`src/rtl/cpu_pkg.sv`:
```
// Shared types and constants for the instruction fetch path.
package cpu_pkg;

    localparam int ADDR_W = 16;
    localparam int DATA_W = 16;
    localparam logic [ADDR_W-1:0] RESET_PC = 16'h0000;

    typedef enum logic [1:0] {
        IDLE  = 2'd0,
        REQ   = 2'd1,
        FLUSH = 2'd2
    } fetch_state_t;

endpackage

```
`src/rtl/instr_fetch_unit_fetch_buffer.sv`:
```
// Two-entry in-order instruction buffer. Entry 0 is the head (IR) and
// entry 1 the prefetch slot. Each entry carries the word and its address.
module fetch_buffer
    import cpu_pkg::*;
(
    input  logic              clk,
    input  logic              reset,
    input  logic              push_i,
    input  logic              pop_i,
    input  logic              clear_i,
    input  logic [DATA_W-1:0] push_data_i,
    input  logic [ADDR_W-1:0] push_pc_i,
    output logic [1:0]        occ_o,
    output logic [DATA_W-1:0] head_data_o,
    output logic [ADDR_W-1:0] head_pc_o
);

    logic [DATA_W-1:0] data0_q, data1_q;
    logic [ADDR_W-1:0] pc0_q, pc1_q;
    logic [1:0]        occ_q;

    // Entry storage: clear wins, then pop/push; a pop shifts the prefetch into the head.
    always_ff @(posedge clk or posedge reset) begin
        if (reset) begin
            occ_q   <= 2'd0;
            data0_q <= '0;
            data1_q <= '0;
            pc0_q   <= RESET_PC;
            pc1_q   <= RESET_PC;
        end else if (clear_i) begin
            occ_q <= 2'd0;
        end else begin
            case ({push_i, pop_i})
                2'b11: begin
                    if (occ_q == 2'd2) begin
                        data0_q <= data1_q;
                        pc0_q   <= pc1_q;
                        data1_q <= push_data_i;
                        pc1_q   <= push_pc_i;
                    end else begin
                        data0_q <= push_data_i;
                        pc0_q   <= push_pc_i;
                    end
                end
                2'b01: begin
                    // Only shift when the prefetch slot holds a real word so a
                    // drained head keeps its last value rather than stale data.
                    if (occ_q == 2'd2) begin
                        data0_q <= data1_q;
                        pc0_q   <= pc1_q;
                    end
                    occ_q <= occ_q - 2'd1;
                end
                2'b10: begin
                    if (occ_q == 2'd0) begin
                        data0_q <= push_data_i;
                        pc0_q   <= push_pc_i;
                    end else begin
                        data1_q <= push_data_i;
                        pc1_q   <= push_pc_i;
                    end
                    occ_q <= occ_q + 2'd1;
                end
                default: ;
            endcase
        end
    end

    assign occ_o       = occ_q;
    assign head_data_o = data0_q;
    assign head_pc_o   = pc0_q;

endmodule

```
`src/rtl/instr_fetch_unit.sv`:
```
// Instruction fetch unit: owns the PC, fetches words over a req/ack
// handshake, buffers IR + one prefetch and hands IR to the control FSM.
module instr_fetch_unit
    import cpu_pkg::*;
(
    input  logic              clk,
    input  logic              reset,
    output logic              mem_req_o,
    output logic [ADDR_W-1:0] mem_addr_o,
    input  logic              mem_ack_i,
    input  logic [DATA_W-1:0] mem_rdata_i,
    output logic [DATA_W-1:0] ir_o,
    output logic              ir_valid_o,
    input  logic              ir_ready_i,
    output logic [ADDR_W-1:0] ir_pc_o,
    output logic [ADDR_W-1:0] ir_pc_next_o,
    input  logic              redirect_en_i,
    input  logic [ADDR_W-1:0] redirect_pc_i
);

    fetch_state_t      state_q;
    logic              mem_req_q;
    logic [ADDR_W-1:0] fetch_pc_q;
    logic [ADDR_W-1:0] mem_addr_q;

    logic [1:0]        occ;
    logic              consume;
    logic              push;
    logic              ack;
    logic [1:0]        space;

    // An ack only counts while a request is actually on the bus.
    assign ack     = mem_ack_i & mem_req_q;
    assign consume = ir_valid_o & ir_ready_i & ~redirect_en_i;
    assign push    = (state_q == REQ) & ack & ~redirect_en_i;
    assign space   = 2'd2 - occ + {1'b0, consume};

    fetch_buffer u_buf (
        .clk         (clk),
        .reset       (reset),
        .push_i      (push),
        .pop_i       (consume),
        .clear_i     (redirect_en_i),
        .push_data_i (mem_rdata_i),
        .push_pc_i   (mem_addr_q),
        .occ_o       (occ),
        .head_data_o (ir_o),
        .head_pc_o   (ir_pc_o)
    );

    // Fetch FSM with registered request/address; redirect has top priority.
    always_ff @(posedge clk or posedge reset) begin
        if (reset) begin
            state_q    <= IDLE;
            mem_req_q  <= 1'b0;
            fetch_pc_q <= RESET_PC;
            mem_addr_q <= RESET_PC;
        end else begin
            case (state_q)
                IDLE: begin
                    if (redirect_en_i) begin
                        fetch_pc_q <= redirect_pc_i;
                        mem_addr_q <= redirect_pc_i;
                        state_q    <= REQ;
                        mem_req_q  <= 1'b1;
                    end else if (space != 2'd0) begin
                        mem_addr_q <= fetch_pc_q;
                        state_q    <= REQ;
                        mem_req_q  <= 1'b1;
                    end
                end
                REQ: begin
                    if (redirect_en_i) begin
                        fetch_pc_q <= redirect_pc_i;
                        if (ack) begin
                            mem_addr_q <= redirect_pc_i;
                        end else begin
                            // Outstanding request must complete at its original address.
                            state_q <= FLUSH;
                        end
                    end else if (ack) begin
                        fetch_pc_q <= fetch_pc_q + 1'b1;
                        if (space > 2'd1) begin
                            mem_addr_q <= fetch_pc_q + 1'b1;
                        end else begin
                            state_q   <= IDLE;
                            mem_req_q <= 1'b0;
                        end
                    end
                end
                FLUSH: begin
                    if (redirect_en_i) begin
                        fetch_pc_q <= redirect_pc_i;
                    end
                    if (ack) begin
                        state_q    <= REQ;
                        mem_addr_q <= redirect_en_i ? redirect_pc_i : fetch_pc_q;
                    end
                end
                default: begin
                    state_q   <= IDLE;
                    mem_req_q <= 1'b0;
                end
            endcase
        end
    end

    assign mem_req_o    = mem_req_q;
    assign mem_addr_o   = mem_addr_q;
    assign ir_valid_o   = (occ != 2'd0);
    assign ir_pc_next_o = ir_pc_o + 1'b1;

endmodule

```
`config.mk`:
```
export PLATFORM = sky130hd
export DESIGN_NAME = instr_fetch_unit
export DESIGN_NICKNAME = d
export VERILOG_FILES = /design/src/rtl/cpu_pkg.sv /design/src/rtl/instr_fetch_unit_fetch_buffer.sv /design/src/rtl/instr_fetch_unit.sv
export SDC_FILE = /design/constraint.sdc
export NUM_CORES = 1
export LEC_CHECK = 0
export ABC_AREA = 0
export CAP_MARGIN = 20
export CORE_MARGIN = 2
export CORE_UTILIZATION = 40
export DETAILED_ROUTE_END_ITERATION = 6
export GPL_TIMING_DRIVEN = 0
export SLEW_MARGIN = 20
export SYNTH_ARGS = -nofsm -noshare
export SYNTH_HDL_FRONTEND = slang
export SYNTH_SLANG_ARGS = --single-unit
```
`constraint.sdc`:
```
create_clock -name clk -period 7.1 [get_ports clk]
set_clock_uncertainty 0.1 [all_clocks]
set_input_delay 1.42 -clock clk [delete_from_list [all_inputs] [get_ports clk]]
set_output_delay 1.42 -clock clk [all_outputs]
set_load 0.02 [all_outputs]
```
==> reports/summary.txt, run 1 <==
GP Congestion = 0.861
Mapped Cells = 614
Area delta synth->final = 26.7%
DRC Markers = 0
Post-DP HPWL = 11.8 mm
Slowest stage delay, CP = 530 ps
Comb pwr share = 51.3%
Flops & latches, synth = 101
Top_reg_cell synth = dfrtp_1
Startpoint Class = input port
Largest net degree at the start of global routing = 56
First-pass GRT wire length = 26.7 mm
Total Routed Length = 15.9 mm
Row count = 44
IO Count = 103
CP Launch Point = mem_ack_i
Final worst path period need = 4500 ps
Yosys warnings = 0
Internal power = 1.83 mW
Syn nets = 658
Worst Hold Class = reg -> reg
Final setup TNS = 0 ps
FILL cells = 1375
Clock Path Buffers = 2
Die area = 15600 um2
Final Non-Filler Cells = 916
Max frequency = 0.222 GHz
Outcome = finished, final reports clean
Critical path endpoint category = flop
Antenna diodes = 0
Actual slew at the worst max-slew pin = 611 ps
Sequential fraction of the synthesis area = 43.2%
Maximum vdd drop = 0.184 mV
Hold buffers post-CTS = 0
Antenna violations before repair = 0
Reg clk slew, reported paths = 70 ps
Port Buffers = 101
Clock Latency Late Sink = 340 ps
Layout cells sized above 1 = 9.15%
CP delay by family, top = buffers and inverters
Headroom to the max-slew limit = 59.3%
Worst path bufs/invs = 5
Detailed Route Iter0 Violations = 387
Footprint of the multi-input gates = 3000 um2
Placed Area = 7120 um2
Async SR Flop Fraction = 100%
Routed length per instance = 17.4 um
H-Tree Depth = 3
Core Box Area = 14400 um2
Die height = 125 um
Slew Limit Fails = 0
Post-route cell area = 7400 um2
Clk pwr share = 14.9%
Root Driver = clkbuf_16
Die Wd = 125 um
Post-CTS setup buffer count = 0
Met3 wire len = 818 um
Worst flop-to-flop path startpoint = state_q[1]$_DFFE_PP0P_
Switching portion of total power = 42.7%
Most used cell, CP = clkbuf_1
Via count = 5212
Total track usage = 20.9%
Psw = 1.36 mW
Nets = 771
Wire length on met1 = 7.57 mm
PwrDens = 431 nW/um2
Crit share post-route = 63.4%
CP arrival = 4680 ps
Worst Path Required = 7280 ps
Critical path class = in -> reg
DR top layer = met4
Flop-to-flop setup slack = 3660 ps
Power share of the sequential group = 33.8%
HP Start = u_buf.head_data_o[13]$_DFFE_PP0P_
Area of the mapped netlist = 5840 um2
Worst-path cell with the longest stage delay = clkdlybuf4s50_1
Post-DRT Antenna Nets = 0
Mean Syn Cell Area = 9.52 um2
Overflow after GRT = 0
Crit-path max FO = 10
MaxCap Viol Count = 0
Post-CTS sizing = 0
Lkg Pwr = 3.17 nW
Final Core Density = 51.3%
CP cell instances = clkdlybuf4s50_1 > a21oi_1 > nor2_1 > clkbuf_1 > nand3_1 > inv_1 > ha_1 > clkbuf_1 > clkbuf_1 > a221oi_1 > a311oi_1 > a21o_1
RSZ-0062 raised after global routing = no
Synth cell types = 72
Drt pass-1 iters = 5
Vias in the first global route = 5155
Placed Instances = 900
EDFF count, synth = 0
Reg area = 2530 um2
TritonCTS clock tree = yes
CTS buffer count = 9
Via density = 5.69
Hold Vio Cnt, Final = 0
WL met2 = 7.39 mm
CTS sink cnt = 101
Final setup fails = 0
Initial Utilization = 40.5%
-- worst register-to-register path: cells and delay by family (launching register included) --
| kind | cells | cell delay (ps) |
|---|---|---|
| flops | 1 | 460 |
| fa+ha+maj | 1 | 210 |
| simple gates | 2 | 390 |
| compound gates | 3 | 550 |
| buf+inv | 5 | 1670 |
-- logic make-up after synthesis --
logic type	Yosys count	synth area share (%)
flops	101	43.2
fa+ha+maj	7	1.50
buf+inv	66	5.42
simple gates	195	16.1
xor+xnor	29	4.47
compound gates	176	21.6
mux	40	7.64
-- layout by cell type (no fill, tap or decap), types with 10 or more instances in the layout --
master             n
dfrtp_1          101
clkdlybuf4s50_1  101
nand2_1           77
nor2_1            40
mux2_1            34
a21oi_1           24
clkbuf_1          23
o21ai_1           23
xnor2_1           21
o21ai_0           21
a221oi_1          20
buf_2             19
nand3_1           18
a21o_1            18
a311oi_1          16
a22oi_1           15
inv_1             10
nand4_1           10
-- through the flow --
step	hold slack (ps)	worst slack, ps	power, mW
after global placement	359	1290	2.68
after global routing	396	2300	3.42
after floorplan	358	2930	2.07
final	379	2600	3.19
after CTS	384	2630	3.21
after detailed placement	368	2310	2.73
-- path summary, 6_finish.rpt --
check	endpoint	cells after the start
min in group asynchronous	u_buf.head_data_o[3]$_DFFE_PP0P_	2
max in group asynchronous	u_buf.head_pc_o[8]$_DFFE_PP0P_	3
min	u_buf.head_data_o[13]$_DFFE_PP0P_	1
max reg2reg	u_buf.head_data_o[3]$_DFFE_PP0P_	11
min reg2reg	u_buf.head_data_o[13]$_DFFE_PP0P_	1
max	u_buf.head_data_o[3]$_DFFE_PP0P_	12
-- state kept, by name, summed over array words and instances (netlist names), 2 cells and up --
| name | cells |
|---|---|
| fetch_pc_q | 16 |
| mem_addr_o | 16 |
| u_buf.data1_q | 16 |
| u_buf.head_data_o | 16 |
| u_buf.head_pc_o | 16 |
| u_buf.pc1_q | 16 |
| state_q | 2 |
| u_buf.occ_o | 2 |
-- cell usage after synthesis, types with 3 or more instances --
library cell / number / area [um2]
nand3_1: 18 / 90.1
buf_4: 8 / 60.1
mux2_1: 34 / 383
a21o_1: 18 / 135
a21oi_1: 24 / 120
and4_1: 3 / 26.3
a311oi_1: 16 / 140
dfrtp_1: 101 / 2530
inv_1: 11 / 41.3
a221oi_1: 20 / 175
buf_2: 19 / 95.1
nand2_1: 77 / 289
clkbuf_1: 23 / 86.3
nand4_1: 10 / 62.6
o21ai_1: 23 / 115
mux2i_1: 3 / 30.0
nor2b_1: 5 / 31.3
xnor2_1: 21 / 184
o21ai_0: 21 / 105
xor2_1: 7 / 61.3
a211oi_1: 3 / 22.5
and3_1: 7 / 43.8
nor2_1: 40 / 150
a22oi_1: 15 / 113
a22o_1: 3 / 26.3
mux2_2: 3 / 33.8
nand2b_1: 7 / 43.8
and2_1: 3 / 18.8
nor3_1: 8 / 40.0
o31ai_1: 5 / 37.5
ha_1: 7 / 87.6
-- cell type report --
class                      count  share of cell area, %
buffer                        54                   3.67
clock buffer                  10                   3.23
clock inverter                 6                  0.642
inverter                      12                  0.676
multi-input combinational    447                   40.5
sequential                   101                   34.1
tap                          184                   3.11
timing repair buffer         102                   14.0
-- power by group through the flow --
stage / combinational [mW] / clock [mW] / sequential [mW]
final: 1.64 / 0.476 / 1.08
after floorplan: 0.889 / 0 / 1.18
after global placement: 1.61 / 0 / 1.07
after detailed placement: 1.64 / 0 / 1.09
after global routing: 1.79 / 0.513 / 1.13
after CTS: 1.65 / 0.490 / 1.08
-- layer usage --
metal / vias up / GRT usage [%]
met2: 190 / 34.1
met4: 0 / 5.95
met5: - / 0
met1: 2535 / 28.8
met3: 18 / 3.61
li1: 2469 / -
No activity file was read; power rests on OpenSTA's default activity.
==> run 2, diff against run 1 <==
==> constraint.sdc (replaced) <==
create_clock -name clk -period 4.2 [get_ports clk]
set_clock_uncertainty 0.1 [all_clocks]
set_input_delay 0.84 -clock clk [delete_from_list [all_inputs] [get_ports clk]]
set_output_delay 0.84 -clock clk [all_outputs]
set_load 0.02 [all_outputs]
==> reports/summary.txt, run 2 (same netlist as run 1, synthesis figures left out) <==
Die Wd = 125 um (unchanged)
Worst Path Required = 4310 ps (was 7280 ps)
Total Routed Length = 15.9 mm (about the same)
Final Non-Filler Cells = 916 (unchanged)
GP Congestion = 0.861 (unchanged)
First-pass GRT wire length = 26.7 mm (unchanged)
Lkg Pwr = 3.17 nW (about the same)
Row count = 44 (unchanged)
Port Buffers = 101 (unchanged)
Detailed Route Iter0 Violations = 390 (was 387)
Pre-CTS setup slack = -8.65 ps (was 2310 ps)
Startpoint Class = input port (unchanged)
Largest net degree at the start of global routing = 56 (unchanged)
Worst Hold Class = reg -> reg (unchanged)
Placed Instances = 900 (unchanged)
Most frequent cells in the layout = dfrtp_1, clkdlybuf4s50_1, nand2_1 (unchanged)
Post-DRT Antenna Nets = 0 (unchanged)
Drt pass-1 iters = 5 (unchanged)
Post-CTS sizing = 0 (unchanged)
Post-route cell area = 7410 um2 (was 7400 um2)
Maximum vdd drop = 0.314 mV (was 0.184 mV)
Clock Path Buffers = 2 (unchanged)
Max frequency = 0.264 GHz
Most used cell, CP = buf_2 (was clkbuf_1)
Slew Limit Fails = 0 (unchanged)
Final worst path period need = 3790 ps
Final Core Density = 51.3% (about the same)
WL met2 = 7.36 mm (was 7.39 mm)
Clock Latency Late Sink = 340 ps (about the same)
TritonCTS clock tree = yes (unchanged)
MaxCap Viol Count = 0 (unchanged)
Reg clk slew, reported paths = 70 ps (about the same)
PwrDens = 729 nW/um2 (was 431 nW/um2)
CP arrival = 3900 ps (was 4680 ps)
Actual slew at the worst max-slew pin = 582 ps (was 611 ps)
HP Start = u_buf.head_data_o[13]$_DFFE_PP0P_ (unchanged)
Hold Vio Cnt, Final = 0 (unchanged)
Layout cells sized above 1 = 9.29% (was 9.15%)
H-Tree Depth = 3 (unchanged)
Post-DP HPWL = 11.8 mm (unchanged)
Critical path endpoint = u_buf.head_pc_o[0]$_DFFE_PP0P_ (was u_buf.head_data_o[3]$_DFFE_PP0P_)
Root Driver = clkbuf_16 (unchanged)
DRC Markers = 0 (unchanged)
Routed length per instance = 17.4 um (about the same)
Met3 wire len = 798 um (was 818 um)
FILL cells = 1375 (unchanged)
DR top layer = met4 (unchanged)
Hold buffers post-CTS = 0 (unchanged)
Worst flop-to-flop path startpoint = state_q[1]$_DFFE_PP0P_ (unchanged)
Antenna violations before repair = 0 (unchanged)
Die area = 15600 um2 (unchanged)
Critical path class = in -> reg (unchanged)
Critical path endpoint category = flop (unchanged)
Worst R2R End = u_buf.data1_q[9]$_DFFE_PP0P_ (was u_buf.head_data_o[3]$_DFFE_PP0P_)
Flop-to-flop setup slack = 890 ps (was 3660 ps)
Headroom to the max-slew limit = 61.2% (was 59.3%)
Vias in the first global route = 5155 (unchanged)
Final setup TNS = 0 ps (unchanged)
CTS buffer count = 9 (unchanged)
Die height = 125 um (unchanged)
R2R depth = 10 (was 11)
Via density = 5.68 (was 5.69)
Via count = 5204 (was 5212)
Slowest stage delay, CP = 450 ps (was 530 ps)
Core Box Area = 14400 um2 (unchanged)
Nets = 771 (unchanged)
Hold_ws = 379 ps (about the same)
Setup WS post-layout = 412 ps (was 2600 ps)
CTS sink cnt = 101 (unchanged)
Total power = 5.40 mW (was 3.19 mW)
Outcome = finished, final reports clean (unchanged)
CP cell instances = buf_2 > buf_2 > buf_2 > clkbuf_1 > nor2_1 > nand2_1 > inv_1 > ha_1 > clkbuf_1 > nor2_1 > o21ai_2 > buf_2 > a221oi_1 > a21oi_1 (was clkdlybuf4s50_1 > a21oi_1 > nor2_1 > clkbuf_1 > nand3_1 > inv_1 > ha_1 > clkbuf_1 > clkbuf_1 > a221oi_1 > a311oi_1 > a21o_1)
IO Count = 103 (unchanged)
Initial Utilization = 40.5% (unchanged)
Overflow after GRT = 0 (unchanged)
Worst-path cell with the longest stage delay = clkbuf_1 (was clkdlybuf4s50_1)
Total track usage = 20.9% (unchanged)
CP Launch Point = redirect_en_i (was mem_ack_i)
Post-CTS setup buffer count = 0 (unchanged)
Antenna diodes = 0 (unchanged)
Area delta synth->final = 26.7% (about the same)
Crit share post-route = 90.2%
Wire length on met1 = 7.59 mm (was 7.57 mm)
Final setup fails = 0 (unchanged)
Crit-path max FO = 10 (unchanged)
Placed Area = 7120 um2 (unchanged)
RSZ-0062 raised after global routing = no (unchanged)
[run 2: report_power, final]
| part | total (mW) | leakage, nW | switching [mW] | internal, mW |
|---|---|---|---|---|
| Clock | 0.805 | 0.139 | 0.382 | 0.423 |
| Sequential | 1.82 | 1.25 | 0.410 | 1.41 |
| Combinational | 2.77 | 1.78 | 1.51 | 1.26 |
[run 2: how the worst min path moves through the flow]
stage                     cells past startpoint  slack [ps]                           endpoint
after floorplan                               1         360         u_buf.pc1_q[0]$_DFFE_PP0P_
after global placement                        1         360   u_buf.head_data_o[5]$_DFFE_PP0P_
after detailed placement                      1         370   u_buf.head_data_o[7]$_DFFE_PP0P_
after CTS                                     1         380   u_buf.head_data_o[7]$_DFFE_PP0P_
after global routing                          1         400  u_buf.head_data_o[11]$_DFFE_PP0P_
final                                         1         380  u_buf.head_data_o[13]$_DFFE_PP0P_
[run 2: critical path: cells and delay by family]
family	cells	cell delay, ps
buf+inv	7	1740
compound gates	3	570
simple gates	3	540
fa+ha+maj	1	210
[run 2: metal layers]
| layer | up-vias | global-route usage, % |
|---|---|---|
| met1 | 2524 | 28.8 |
| met3 | 18 | 3.61 |
| li1 | 2469 | - |
| met4 | 0 | 5.95 |
| met5 | - | 0 |
| met2 | 193 | 34.1 |
[run 2: layout make-up]
cell class                 count  area (um2)  area share [%]
sequential                   101        2530            34.1
buffer                        54         273            3.68
tap                          184         230            3.11
multi-input combinational    447        3000            40.5
inverter                      12        50.0           0.676
clock buffer                  10         239            3.23
timing repair buffer         102        1040            14.0
clock inverter                 6        47.5           0.642
